<file path="src/rtl/mips_pkg.sv">
// Shared constants for the MIPS datapath blocks.
package mips_pkg;
  localparam int DATA_W = 32;
endpackage

</file>
<file path="src/rtl/mux_2x1.sv">
// One-bit 2:1 select cell in and/or form.
// Latency: none. Backpressure: none.
module mux_2x1 (
  input  logic a,
  input  logic b,
  input  logic s,
  output logic out
);
  logic s_n;
  logic pick_a;
  logic pick_b;
  logic agree;

  assign s_n    = ~s;
  assign pick_a = a & s_n;
  assign pick_b = b & s;
  // Consensus term: keeps the output defined when s is X but a and b agree.
  assign agree  = a & b;
  assign out    = pick_a | pick_b | agree;
endmodule

</file>
<file path="src/rtl/mux_32x1.sv">
// Word-wide 2:1 selector with a combinational output and a registered copy.
// Latency: result 0 cycles, result_q 1 cycle. Backpressure: none.
module mux_32x1
  import mips_pkg::*;
#(
  parameter int WIDTH = DATA_W
) (
  input  logic             clk,
  input  logic             rst,
  output logic [WIDTH-1:0] result,
  input  logic [WIDTH-1:0] a,
  input  logic [WIDTH-1:0] b,
  input  logic             s0,
  output logic [WIDTH-1:0] result_q
);
  for (genvar i = 0; i < WIDTH; i++) begin : g_bit
    mux_2x1 u_cell (
      .a   (a[i]),
      .b   (b[i]),
      .s   (s0),
      .out (result[i])
    );
  end

  always_ff @(posedge clk) begin
    if (rst) result_q <= '0;
    else     result_q <= result;
  end
endmodule

</file>
<file path="config.mk">
export PLATFORM = sky130hd
export DESIGN_NAME = mux_32x1
export DESIGN_NICKNAME = d
export VERILOG_FILES = /design/src/rtl/mips_pkg.sv /design/src/rtl/mux_2x1.sv /design/src/rtl/mux_32x1.sv
export SDC_FILE = /design/constraint.sdc
export NUM_CORES = 1
export LEC_CHECK = 0
export ABC_AREA = 0
export CORE_AREA = 2 2 73 75
export DETAILED_ROUTE_END_ITERATION = 12
export DIE_AREA = 0 0 75 77
export PLACE_DENSITY = 0.79
export SKIP_CTS_REPAIR_TIMING = 1
export SLEW_MARGIN = 20
export SYNTH_ARGS = -nofsm -noshare
export SYNTH_HDL_FRONTEND = slang
export SYNTH_SLANG_ARGS = --single-unit
</file>
<file path="constraint.sdc">
create_clock -name clk -period 1.3 [get_ports clk]
set_input_delay 0.26 -clock clk [delete_from_list [all_inputs] [get_ports clk]]
set_output_delay 0.26 -clock clk [all_outputs]
set_load 0.03 [all_outputs]
</file>
* After elaboration in Yosys (flattened, before gate mapping) *
Cells that the tools add are included.

word-level totals
  register bits = 32
  bits of input ports = 67
  output and inout port bits = 64
  logic and storage cells = 162

operators by class
  bitwise gates (word level) = 161

operators by type and width
  operator          number
  1-bit AND         96
  1-bit bitwise OR  64
  1-bit inverter    1

* Logic depth before layout (Yosys ltp) *
Gate-level depths: netlist (run 1).

  word-level depth = 4
  gate-level depth with buffers = 4
  mapped depth without buffers = 2

* By module *
Synthesis (run 1) repeated with hierarchy kept, for this count alone.

second synthesis, totals
  cell total of the unflattened synthesis = 99
  area, all modules = 1343.8 um2

modules (own cells, without submodules)
  module    instances  cells an instance  area each (um2)  seq. area each (um2)
  mux_32x1  1          67                 863.3            640.6
  mux_2x1   32         1                  15.0             0.0

* Worst setup path after synthesis (run 1) *
OpenSTA, ideal clock, no wires.

  path kind = input to output
  from = in s0
  to = out result[0]
  arrival time = 0.981 ns
  required time = 1.040 ns
  path slack = 0.059 ns
  stages on the path = 4
  buffers on the path = 3
  cells stage by stage = buf_6 buf_6 mux2_4 buf_4

on the way
  cells in the longest elaborated chain, start to end = 4
  elaborated cells between the ends (all ways) = 5
  classes of those cells = bitwise: 5

RTL lines
  element                             RTL line        source
  start: declaration                  mux_32x1.sv:13  input logic s0,
  1-bit inverter                      mux_2x1.sv:14   assign s_n = ~s;
  1-bit AND                           mux_2x1.sv:15   assign pick_a = a & s_n;
  1-bit bitwise OR (*) (2 in series)  mux_2x1.sv:19   assign out = pick_a | pick_b | agree;
  end: declaration                    mux_32x1.sv:10  output logic [WIDTH-1:0] result,

Mark *: on every way between the ends. The rest lies on a longest branch, timed or not.

* Final worst setup path (run 1) *
  from = in a[29]
  to = out result[29]

on the way
  cells in the longest elaborated chain, start to end = 3
  elaborated cells between the ends (all ways) = 4
  classes of those cells = bitwise: 4

RTL lines
  element               RTL line        source
  start: declaration    mux_32x1.sv:11  input logic [WIDTH-1:0] a,
  1-bit AND             mux_2x1.sv:15
  1-bit bitwise OR      mux_2x1.sv:19
  1-bit bitwise OR (*)  mux_2x1.sv:19

Marks and branches as above.

==> flow_summary.yaml, run 1 <==
run_status:
  run_status: "complete, but fails checks"
  violations: "negative setup slack"
critical_path:
  worst_setup_path_startpoint: "a[29]"
  criticalPathCategory: "in2out"
  crit_fanout: 2
  worst-endpoint-arrival_ns: 1.11
  crit_path_end: "result[29]"
  timing.critical_path.required_ns: 1.04
  critical_path.startpoint_type: "input pin"
  worst_setup_path_end_kind: "output port"
route:
  routed-via-count: 1259
  vias_per_cell: 4.05
  drt-total-wl_um: 4500
  first_pass_iters: 4
  route.detailed.wl_per_inst_um: 14.5
  detail_route.iter0.violations: 7
  drt.antenna.violating_nets: 0
  dr_drc_count: 0
timing:
  final-max-slew-violation-count: 0
  final_critical_delay_including_setup_and_external_delays_ns: 1.37
  max_slew_margin: 0.755
  report.final.setup_viol: 1
  worst_pin_slew_ns: 0.366
  final_critical_path_setup_slack_ns: -0.0726
  crit_share_post_route: 1.06
  hold_viol_final: 0
  achievable-frequency_ghz: 0.729
  rsz0062_at_grt: "true"
cells_and_area:
  synthToLayoutAreaGrowth_pct: 98.1
  fin_nets: 307
  layout_commonest_cell: "sky130_fd_sc_hd__dlymetal6s2s_1"
  final-instance-count-excl-fill: 311
  drive_gt1_frac: 0.324
  top_register: "result_q"
  fillers: 387
  design_area_mm2: 0.00319
  final_cell_mix: "94 x sky130_fd_sc_hd__dlymetal6s2s_1, 32 x sky130_fd_sc_hd__nor2b_1, 32 x sky130_fd_sc_hd__dfxtp_1"
  largest_register_ff_count: 32
  post-route-util: 0.641
  n_antenna_cell: 0
  biggestRegsByFlops: "result_q (32)"
clock_tree:
  cts_buffers: 5
  clk_pin_slew_ns: 0.06
  clk_path_buf_depth: 2
  clock_tree.root_cell: "sky130_fd_sc_hd__clkbuf_8"
  numClockSinks: 32
  htree_num_levels: 2
  tritoncts: "built"
placement:
  gp_congestion: 0.688
  dpl.cell_count: 300
  dpl-instance-area_mm2: 0.00273
  dp.final_hpwl_um: 3100
  place.port_buffers: 130
synth:
  ys_top_cells_by_area: "sky130_fd_sc_hd__dfxtp_1 40%, sky130_fd_sc_hd__mux2_4 28%, sky130_fd_sc_hd__buf_4 15%"
  syn_avg_cell_area_um2: 11.9
  synthesis.yosys.warnings: 0
  synth_top_cell_area_share: 0.398
  synth_fp_nets: 202
  ys_seq_elements: 32
  syn-cell-area_mm2: 0.00161
  post-synth-top-area-cell: "sky130_fd_sc_hd__dfxtp_1"
  synthesis.instances: 135
  yosys.cell_types.count: 7
  ys_seq_area_frac: 0.398
power:
  static-leakage-power_nw: 2.28
  max-vdd-ir-drop_v: 0.000504
  power.density_cell_area_mw_per_mm2: 904
grt:
  grt_first_pass_wirelength_um: 5670
  largest_net_degree_at_the_start_of_global_routing: 22
  grt.total_usage: 0.129
  vias_in_the_first_global_route: 1266
  grt_overflow: 0
  grt_antenna_before_repair: 0
floorplan:
  floorplan.die.height_um: 77
  die-width_um: 75
  site_rows: 26
  die-area_mm2: 0.00578
  initial_utilization: 0.324
  core-area_mm2: 0.00498
  ios: 131
job:
  max-cap-violations: 0
worst_hold_path:
  holdCritPathClass: "in2reg"
per-layer routing:
layer / vias up / global-route usage / share of wire
met1: 568 / 0.115 / 0.32
met3: 6 / 0.0631 / 0.097
met2: 76 / 0.237 / 0.57
met5: - / 0 / 0
met4: 0 / 0.0500 / 0.014
li1: 609 / - / -
where the power goes:
part / switching (mW) / internal, mW
combinational: 0.496 / 0.559
clock: 0.340 / 0.431
sequential: 0.0123 / 1.05
total: 0.848 / 2.04
synthesized netlist by cell type:
cell type	number
sky130_fd_sc_hd__clkbuf_1	3
sky130_fd_sc_hd__mux2_2	2
sky130_fd_sc_hd__nor2b_1	32
sky130_fd_sc_hd__dfxtp_1	32
sky130_fd_sc_hd__buf_4	32
sky130_fd_sc_hd__mux2_4	30
sky130_fd_sc_hd__buf_6	4
worst min-delay path by stage:
stage,start,to,slack (ns),cells after the start
global placement,s0,result_q[5],0.91,4
global route,a[14],result_q[14],0.35,3
CTS,s0,result_q[5],0.63,4
detailed placement,s0,result_q[7],0.92,4
floorplan,rst,result_q[29],0.33,1
finish,a[14],result_q[14],0.35,3
metrics by stage:
step	TNS (ns)	hold WS (ns)	worst slack, ns	total power, mW
after floorplan	0	0.332	0.0594	1.72
after global placement	-14.27	0.907	-0.522	2.10
after detailed placement	-14.54	0.921	-0.531	2.12
after CTS	-21.79	0.628	-0.531	2.90
after global routing	-0.0986	0.349	-0.0986	3.02
final	-0.0726	0.353	-0.0726	2.88
cells by family after synthesis:
family                 share of synthesized area
buffers and inverters                      0.184
flip-flops                                 0.398
multiplexers                               0.294
AND/OR/NAND/NOR                            0.124
worst max-delay path, cell delays in order:
cell and delay (ns):
sky130_fd_sc_hd__clkdlybuf4s50_1 0.40, sky130_fd_sc_hd__mux2_2 0.27, sky130_fd_sc_hd__buf_2 0.18
area by class of cell:
class,instances,area [um^2],area share
Clock buffer,8,90.1,0.0282
Multi-Input combinational cell,64,677,0.212
Sequential cell,32,641,0.201
Tap cell,70,87.6,0.0275
Timing Repair Buffer,137,1700,0.531
(Power assumes the default switching activity.)
==> inputs of run 2 (changes only) <==
Settings changed: CTS_BUF_LIST set to sky130_fd_sc_hd__clkbuf_8 sky130_fd_sc_hd__clkbuf_16, SLEW_MARGIN 20 to unset.
==> run 2 against run 1 <==
Compared with the run above: the flow still finishes with violations (negative setup slack); sequential share of layout area stayed put; first-iteration DRC count stayed put; maximum frequency stayed put; cell count stayed put; largest power group unchanged; critical path depth stayed put; via count stayed put; clock power is 2% lower; critical path type unchanged.
==> flow_summary.yaml, run 2 (same netlist as run 1, synthesis figures left out) <==
cells_and_area:
  final_cell_mix: "94 x sky130_fd_sc_hd__dlymetal6s2s_1, 32 x sky130_fd_sc_hd__nor2b_1, 32 x sky130_fd_sc_hd__dfxtp_1"
  largest_register_ff_count: 32
  fin_nets: 307
  design_area_mm2: 0.00319
  drive_gt1_frac: 0.324
  biggestRegsByFlops: "result_q (32)"
  top_register: "result_q"
  fillers: 387
  synthToLayoutAreaGrowth_pct: 98.1
  n_antenna_cell: 0
  layout_commonest_cell: "sky130_fd_sc_hd__dlymetal6s2s_1"
timing:
  final_critical_path_setup_slack_ns: -0.0726
  max_slew_margin: 0.755
  crit_share_post_route: 1.06
  rsz0062_at_grt: "true"
  worst_hold_margin_ns: 0.353
  final-max-slew-violation-count: 0
  achievable-frequency_ghz: 0.729
  worst_pin_slew_ns: 0.366
  report.final.setup_viol: 1
  hold_viol_final: 0
  final_critical_delay_including_setup_and_external_delays_ns: 1.37
clock_tree:
  tritoncts: "built"
  clk_pin_slew_ns: 0.06
  numClockSinks: 32
  clock_tree.root_cell: "sky130_fd_sc_hd__clkbuf_8"
  htree_num_levels: 2
  clk_path_buf_depth: 2
  cts_buffers: 5
route:
  first_pass_iters: 4
  route.detailed.wl_per_inst_um: 14.5
  dr_drc_count: 0
  drt.antenna.violating_nets: 0
  drt-total-wl_um: 4500
  detail_route.iter0.violations: 7
  vias_per_cell: 4.05
  routed-via-count: 1259
critical_path:
  timing.critical_path.required_ns: 1.04
  worst-endpoint-arrival_ns: 1.11
  critical_path.startpoint_type: "input pin"
  delay_contributed_by_the_slowest_stage_of_the_critical_path_ns: 0.40
  crit_path_cell_trace: "clkdlybuf4s50_1, mux2_2, buf_2"
  worst_setup_path_end_kind: "output port"
  path_buf_inv: 2
  crit_fanout: 2
  criticalPathCategory: "in2out"
  path_delay_family: "buffers and inverters"
  worst_path_max_delay_cell: "sky130_fd_sc_hd__clkdlybuf4s50_1"
grt:
  grt_first_pass_wirelength_um: 5670
  grt.total_usage: 0.129
  vias_in_the_first_global_route: 1266
  largest_net_degree_at_the_start_of_global_routing: 22
  grt_overflow: 0
  grt_antenna_before_repair: 0
placement:
  place.port_buffers: 130
  gp_congestion: 0.688
  dpl-instance-area_mm2: 0.00273
  dp.final_hpwl_um: 3100
job:
  max-cap-violations: 0
power:
  max-vdd-ir-drop_v: 0.000501
  static-leakage-power_nw: 2.29
  power.density_cell_area_mw_per_mm2: 899
floorplan:
  die-area_mm2: 0.00578
  initial_utilization: 0.324
  site_rows: 26
  ios: 131
  floorplan.die.height_um: 77
  die-width_um: 75
  core-area_mm2: 0.00498
run_status:
  run_status: "complete, but fails checks"
  violations: "negative setup slack"
worst_hold_path:
  holdCritPathClass: "in2reg"
[run 2: changes by cell type in the layout (fill, tap and decap cells not counted)]
cell,change
sky130_fd_sc_hd__clkbuf_1,-2
sky130_fd_sc_hd__inv_1,+2
[run 2: cell type report]
type                       count  area [um^2]  area share
clock buffer                   6         82.6      0.0259
sequential                    32          641       0.201
tap                           70         87.6      0.0275
timing repair buffer         137         1700       0.531
clock inverter                 2         7.51     0.00235
multi-input combinational     64          677       0.212
[run 2: report_power, final]
part	total [mW]	internal [mW]	switching (mW)
clock network	0.756	0.415	0.341
registers	1.06	1.05	0.0123
logic	1.06	0.559	0.496
[run 2: through the flow]
| stage | setup WS (ns) | TNS, ns | total power [mW] | std cells | util |
|---|---|---|---|---|---|
| after floorplan | 0.0594 | 0 | 1.72 | 135 | - |
| after global placement | -0.522 | -14.27 | 2.10 | 300 | 0.549 |
| after detailed placement | -0.531 | -14.54 | 2.12 | 300 | 0.549 |
| after CTS | -0.531 | -21.80 | 2.88 | 308 | 0.567 |
| after global routing | -0.0986 | -0.0986 | 3.00 | 311 | 0.641 |
| final | -0.0726 | -0.0726 | 2.87 | 311 | 0.641 |
[run 2: worst min-delay path: cells and delay by family]
kind                   cells  cell delay (ns)
buffers and inverters      1             0.08
AND/OR/NAND/NOR            1             0.11
multiplexers               1             0.15
[run 2: worst paths after layout]
path / from / endpoint / slack, ns / cells past startpoint
max: a[29] / result[29] / -0.07 / 3
min: a[14] / result_q[14] / 0.35 / 3
[run 2: per-layer routing]
layer | up-vias | part of all wire | track usage | wire length (um)
met1 | 568 | 0.32 | 0.115 | 1430
li1 | 609 | - | - | -
met3 | 6 | 0.097 | 0.0631 | 435
met4 | 0 | 0.014 | 0.0500 | 61
met2 | 76 | 0.57 | 0.237 | 2570
met5 | - | 0 | 0 | 0
==> inputs of run 3 (changes only) <==
Settings changed: CTS_CLUSTER_SIZE set to 8, GPL_ROUTABILITY_DRIVEN set to 0.
==> results of run 3 <==
No change in the layout: final DEF, timing and power equal those of run 2.
